`src/rtl/branch_resolve_unit.sv`:
```
// branch_resolve_unit
//   Resolves the conditional branch sitting in ID against the prediction made
//   for it in IF. A wrong prediction raises PreWrong (trains the 2-bit
//   predictor), bubbles the wrong-path IF instruction and supplies the
//   recovery PC. Saturating counters track resolved branches and mispredicts.
//
// Ports
//   clk, rst_n            clock, async active-low reset
//   stall                 freezes all state, gates PreWrong/flush
//   ext_flush             external flush of the IF instruction (stall=0 only)
//   if_B, if_BrPre        IF instr is a branch / its prediction (1 = taken)
//   if_pc, if_rvc         IF PC and compressed flag
//   if_target             IF-computed branch target
//   id_funct3             branch condition of the ID instruction
//   id_rs1, id_rs2        forwarded ID operands
//   cnt_clr               synchronous clear of both counters
//   PreWrong              misprediction resolved this cycle
//   flush                 bubble the IF/ID register
//   redirect_pc           recovery PC, 0 unless PreWrong
//   br_cnt, miss_cnt      saturating branch / mispredict counters
module branch_resolve_unit #(
  parameter int XLEN  = 32,
  parameter int CNT_W = 16
) (
  input  logic             clk,
  input  logic             rst_n,
  input  logic             stall,
  input  logic             ext_flush,
  input  logic             if_B,
  input  logic             if_BrPre,
  input  logic [XLEN-1:0]  if_pc,
  input  logic             if_rvc,
  input  logic [XLEN-1:0]  if_target,
  input  logic [2:0]       id_funct3,
  input  logic [XLEN-1:0]  id_rs1,
  input  logic [XLEN-1:0]  id_rs2,
  input  logic             cnt_clr,
  output logic             PreWrong,
  output logic             flush,
  output logic [XLEN-1:0]  redirect_pc,
  output logic [CNT_W-1:0] br_cnt,
  output logic [CNT_W-1:0] miss_cnt
);

  // ID entry. The branch PC itself is only needed to form the fall-through
  // address, so it is folded into r_fall at capture rather than stored.
  logic            r_v;
  logic            r_pred;
  logic [XLEN-1:0] r_fall;
  logic [XLEN-1:0] r_tgt;
  logic [CNT_W-1:0] r_br_cnt;
  logic [CNT_W-1:0] r_miss_cnt;

  logic [XLEN-1:0] w_if_fall;
  logic            w_eq;
  logic            w_lt;
  logic            w_ltu;
  logic            w_taken;
  logic            w_res;
  logic            w_prewrong;

  // Wraps modulo 2^XLEN by construction.
  assign w_if_fall = if_pc + (if_rvc ? XLEN'(2) : XLEN'(4));

  assign w_eq  = (id_rs1 == id_rs2);
  assign w_lt  = ($signed(id_rs1) < $signed(id_rs2));
  assign w_ltu = (id_rs1 < id_rs2);

  always_comb begin
    w_taken = 1'b0;
    case (id_funct3)
      3'b000:  w_taken = w_eq;
      3'b001:  w_taken = ~w_eq;
      3'b100:  w_taken = w_lt;
      3'b101:  w_taken = ~w_lt;
      3'b110:  w_taken = w_ltu;
      3'b111:  w_taken = ~w_ltu;
      default: w_taken = 1'b0;
    endcase
  end

  // A stalled branch stays pending; it resolves exactly once, in the first
  // non-stall cycle, because the entry is either cleared or reloaded then.
  assign w_res      = r_v & ~stall;
  assign w_prewrong = w_res & (w_taken != r_pred);

  assign PreWrong    = w_prewrong;
  assign flush       = w_prewrong | (ext_flush & ~stall);
  assign redirect_pc = w_prewrong ? (w_taken ? r_tgt : r_fall) : '0;
  assign br_cnt      = r_br_cnt;
  assign miss_cnt    = r_miss_cnt;

  always_ff @(posedge clk or negedge rst_n) begin
    if (!rst_n) begin
      r_v    <= 1'b0;
      r_pred <= 1'b0;
      r_fall <= '0;
      r_tgt  <= '0;
    end else if (!stall) begin
      if (w_prewrong | ext_flush) begin
        // Wrong-path (or externally flushed) IF instruction never enters ID.
        r_v <= 1'b0;
      end else begin
        r_v    <= if_B;
        r_pred <= if_BrPre;
        r_fall <= w_if_fall;
        r_tgt  <= if_target;
      end
    end
  end

  // Clear wins over increment and ignores stall.
  always_ff @(posedge clk or negedge rst_n) begin
    if (!rst_n) begin
      r_br_cnt   <= '0;
      r_miss_cnt <= '0;
    end else if (cnt_clr) begin
      r_br_cnt   <= '0;
      r_miss_cnt <= '0;
    end else if (w_res) begin
      if (~&r_br_cnt)
        r_br_cnt <= r_br_cnt + CNT_W'(1);
      if (w_prewrong && ~&r_miss_cnt)
        r_miss_cnt <= r_miss_cnt + CNT_W'(1);
    end
  end

endmodule

```
`config.mk`:
```
export PLATFORM = sky130hd
export DESIGN_NAME = branch_resolve_unit
export DESIGN_NICKNAME = d
export VERILOG_FILES = /design/src/rtl/branch_resolve_unit.sv
export SDC_FILE = /design/constraint.sdc
export NUM_CORES = 1
export LEC_CHECK = 0
export CAP_MARGIN = 5
export CORE_MARGIN = 2
export CORE_UTILIZATION = 35
export DETAILED_ROUTE_END_ITERATION = 8
export GPL_TIMING_DRIVEN = 0
export PLACE_DENSITY = 0.65
export SLEW_MARGIN = 20
export SYNTH_ARGS = -nofsm -noshare
export SYNTH_HDL_FRONTEND = slang
export SYNTH_SLANG_ARGS = --single-unit
```
`constraint.sdc`:
```
create_clock -name clk -period 10.6 [get_ports clk]
set_input_delay 2.65 -clock clk [delete_from_list [all_inputs] [get_ports clk]]
set_output_delay 2.65 -clock clk [all_outputs]
set_load 0.03 [all_outputs]
```
==> run metrics <==
Post-CTS Setup Bufs=0; Initial Util=35.9%; FF+latch count, synth=between 90 and 100; fillcell total=between 1500 and 2000; Max Cap Viol=0; clock tree from TritonCTS=built; clock skew=around 0.006 ns; initial antenna violation count=0; CP required=between 7 and 8 ns; Final ANT Viol Nets=0; Synth warnings=0; final setup fails=0; EDFF count, synth=0; fin. max-slew vios=0; minimum clock period=between 9 and 10 ns; Seq/Total Area, Yosys=a little under two fifths; R2R depth=11; WL/cell=about 16 um; Slew Limit Headroom=between 50% and 60%; clock buffer depth=2; critical path launch point=id_rs2[14]; period utilization=89.6%; Reg-to-Reg End=miss_cnt[0]; multi-input logic area=~3700 um^2; Inserted Clock Buffers=9; IO Pins=205; Setup CP Type=in -> out; commonest non-fill, non-tap cell in the layout=clkdlybuf4s50_1; FF-to-FF Start=miss_cnt[0]; Mapped Avg Cell Area=9.84 um^2; Startpoint Class=input pin; worst hold start=r_tgt[8]; reg2reg setup slack=~7.6 ns; Placer Congestion=about 0.85; total global routing overflow=0; Hold WC Path Type=reg -> reg; final setup margin=around 1.1 ns; H-tree depth=3; Total Routing Usage GR=18.0%; highest clock rate=between 0.1 and 0.15 GHz; CTS Hold Buffers Added=0; crit path capture type=output port; clock-pin slew on the worst setup and hold paths=approximately 0.070 ns; Diodes inserted=0; Pwr per Cell Area=115 nW/um^2; result of the run=finished clean; # DRC=0; final setup TNS=0 ns; Endpoint, Worst Hold=r_tgt[8]; die area=a little under 20000 um^2; Net Count, Synth=836; largest net degree at the start of global routing=56; Leakage=between 3 and 4 nW; Critical Path AT=6.85 ns; asr flop ratio synth=between 90% and 100%; DR pass1 iterations=4; crit-path max FO=10; Die Width=approximately 140 um; share of cells above drive strength 1=roughly an eighth; register area=approximately 2500 um^2; slew at the pin with the worst max-slew slack=about 0.7 ns; Vias/cell=4.96; Vias=5501; Core Area=18100 um^2; most frequent cells in the layout=clkdlybuf4s50_1, dfrtp_1, mux2_2; area grow syn2layout=40.6%; vias in the first global route=around 5600; Cell Area, Synth=6490 um^2; Total Wirelength=about 17000 um; global-route wire length before repair=about 28000 um; clock root cell=clkbuf_16; Hold Fails Final Rpt=0; port bufs=slightly above 200; Synth Flop Type=dfrtp_1; maximum vdd drop=between 70 and 80 uV; Yosys cell types=47; post_cts resized=0; Post-Synthesis Cells=660; pre-CTS WS=~1.1 ns; Post-DP HPWL=between 10000 and 15000 um; fin nets=1052; Initial DRC Count=between 100 and 150; Die Ht=140 um; count of standard-cell rows=49; TritonCTS sink count=98; RSZ-0062 raised after global routing=no; Clk Latency, worst-skew pair=approximately 0.35 ns; hold path cells=1; fin util=50.5%
[worst max-delay path, stage by stage]
cell and delay (ns):
clkdlybuf4s50_1 0.46, inv_1 0.04, ha_1 0.31, nand4_1 0.16
nor4_1 0.50, a21boi_0 0.29, o311ai_0 0.17, o211a_1 0.22
o21ai_1 0.31, nand2_1 0.32, clkbuf_1 0.33, nor3_1 0.34
clkdlybuf4s50_1 0.73
[area by class of cell]
cell class	instances	share of cell area, %
Clock inverter	6	0.452
Multi-Input combinational cell	492	40.8
Inverter	39	1.60
Clock buffer	10	2.62
Sequential cell	98	26.9
Tap cell	229	3.14
Buffer	31	1.84
Timing Repair Buffer	205	22.7
[kinds of logic after synthesis]
logic type / share of synthesized area, %
DFF: 37.8
buffers and inverters: 4.84
and+or+nand+nor: 18.5
muxes: 21.3
adders and majority gates: 7.24
AOI/OAI and AO/OA: 4.80
xor gates and xnor gates: 5.53
[layer usage]
| metal | track usage (%) | part of all wire (%) | up-vias |
|---|---|---|---|
| met5 | 0 | 0 | - |
| li1 | - | - | 2764 |
| met2 | 30.0 | 48 | 131 |
| met4 | 3.99 | 1.6 | 0 |
| met1 | 23.4 | 45 | 2586 |
| met3 | 4.89 | 5.5 | 20 |
[flip-flops by register name (all words and copies together), names as in the netlist]
signal,count
r_fall,32
r_tgt,32
br_cnt,16
miss_cnt,16
r_pred,1
r_v,1
[cell usage after synthesis, types with 6 or more instances]
library cell | instances | area, um^2
and3_1 | 9 | 56.3
nand3_1 | 24 | 120
nor3_1 | 55 | 275
inv_1 | 39 | 146
mux2_1 | 11 | 124
mux2_2 | 72 | 811
nor4_1 | 6 | 37.5
nor2_1 | 49 | 184
nand2_1 | 34 | 128
nand4_1 | 16 | 100
dfrtp_1 | 98 | 2450
xor2_1 | 16 | 140
xnor2_1 | 25 | 219
ha_1 | 36 | 450
clkbuf_1 | 20 | 75.1
nor2b_1 | 16 | 100
buf_6 | 6 | 67.6
a21oi_1 | 21 | 105
or3_1 | 7 | 43.8
o21ai_0 | 10 | 50.1
mux2i_1 | 45 | 450
[how the worst max path moves through the flow]
stage / endpoint / slack (ns) / depth (start not counted)
6_report: redirect_pc[27] / 1.10 / 13
5_1_grt: redirect_pc[27] / 0.71 / 13
4_1_cts: redirect_pc[27] / 1.04 / 14
3_5_place_dp: redirect_pc[27] / 1.06 / 14
3_3_place_gp: redirect_pc[27] / 1.08 / 14
2_1_floorplan: redirect_pc[10] / 2.48 / 12
[metrics by stage]
stage | hold slack, ns | cells | power, mW | cell area (um^2)
6_report | 0.486 | 1110 | 1.05 | 9130
5_1_grt | 0.503 | 1110 | 1.12 | 9130
4_1_cts | 0.492 | 1110 | 1.07 | 9130
3_5_place_dp | 0.475 | 1094 | 0.745 | 8850
3_3_place_gp | 0.467 | 1093 | 0.740 | 8820
2_1_floorplan | 0.457 | 660 | 0.623 | 6490
[power by group]
group          switching (mW)  total (mW)  internal [mW]
clock network           0.151       0.317          0.166
registers              0.0261       0.452          0.425
logic                   0.132       0.283          0.152
total                   0.309        1.05          0.743
No activity file was read; power rests on OpenSTA's default activity.
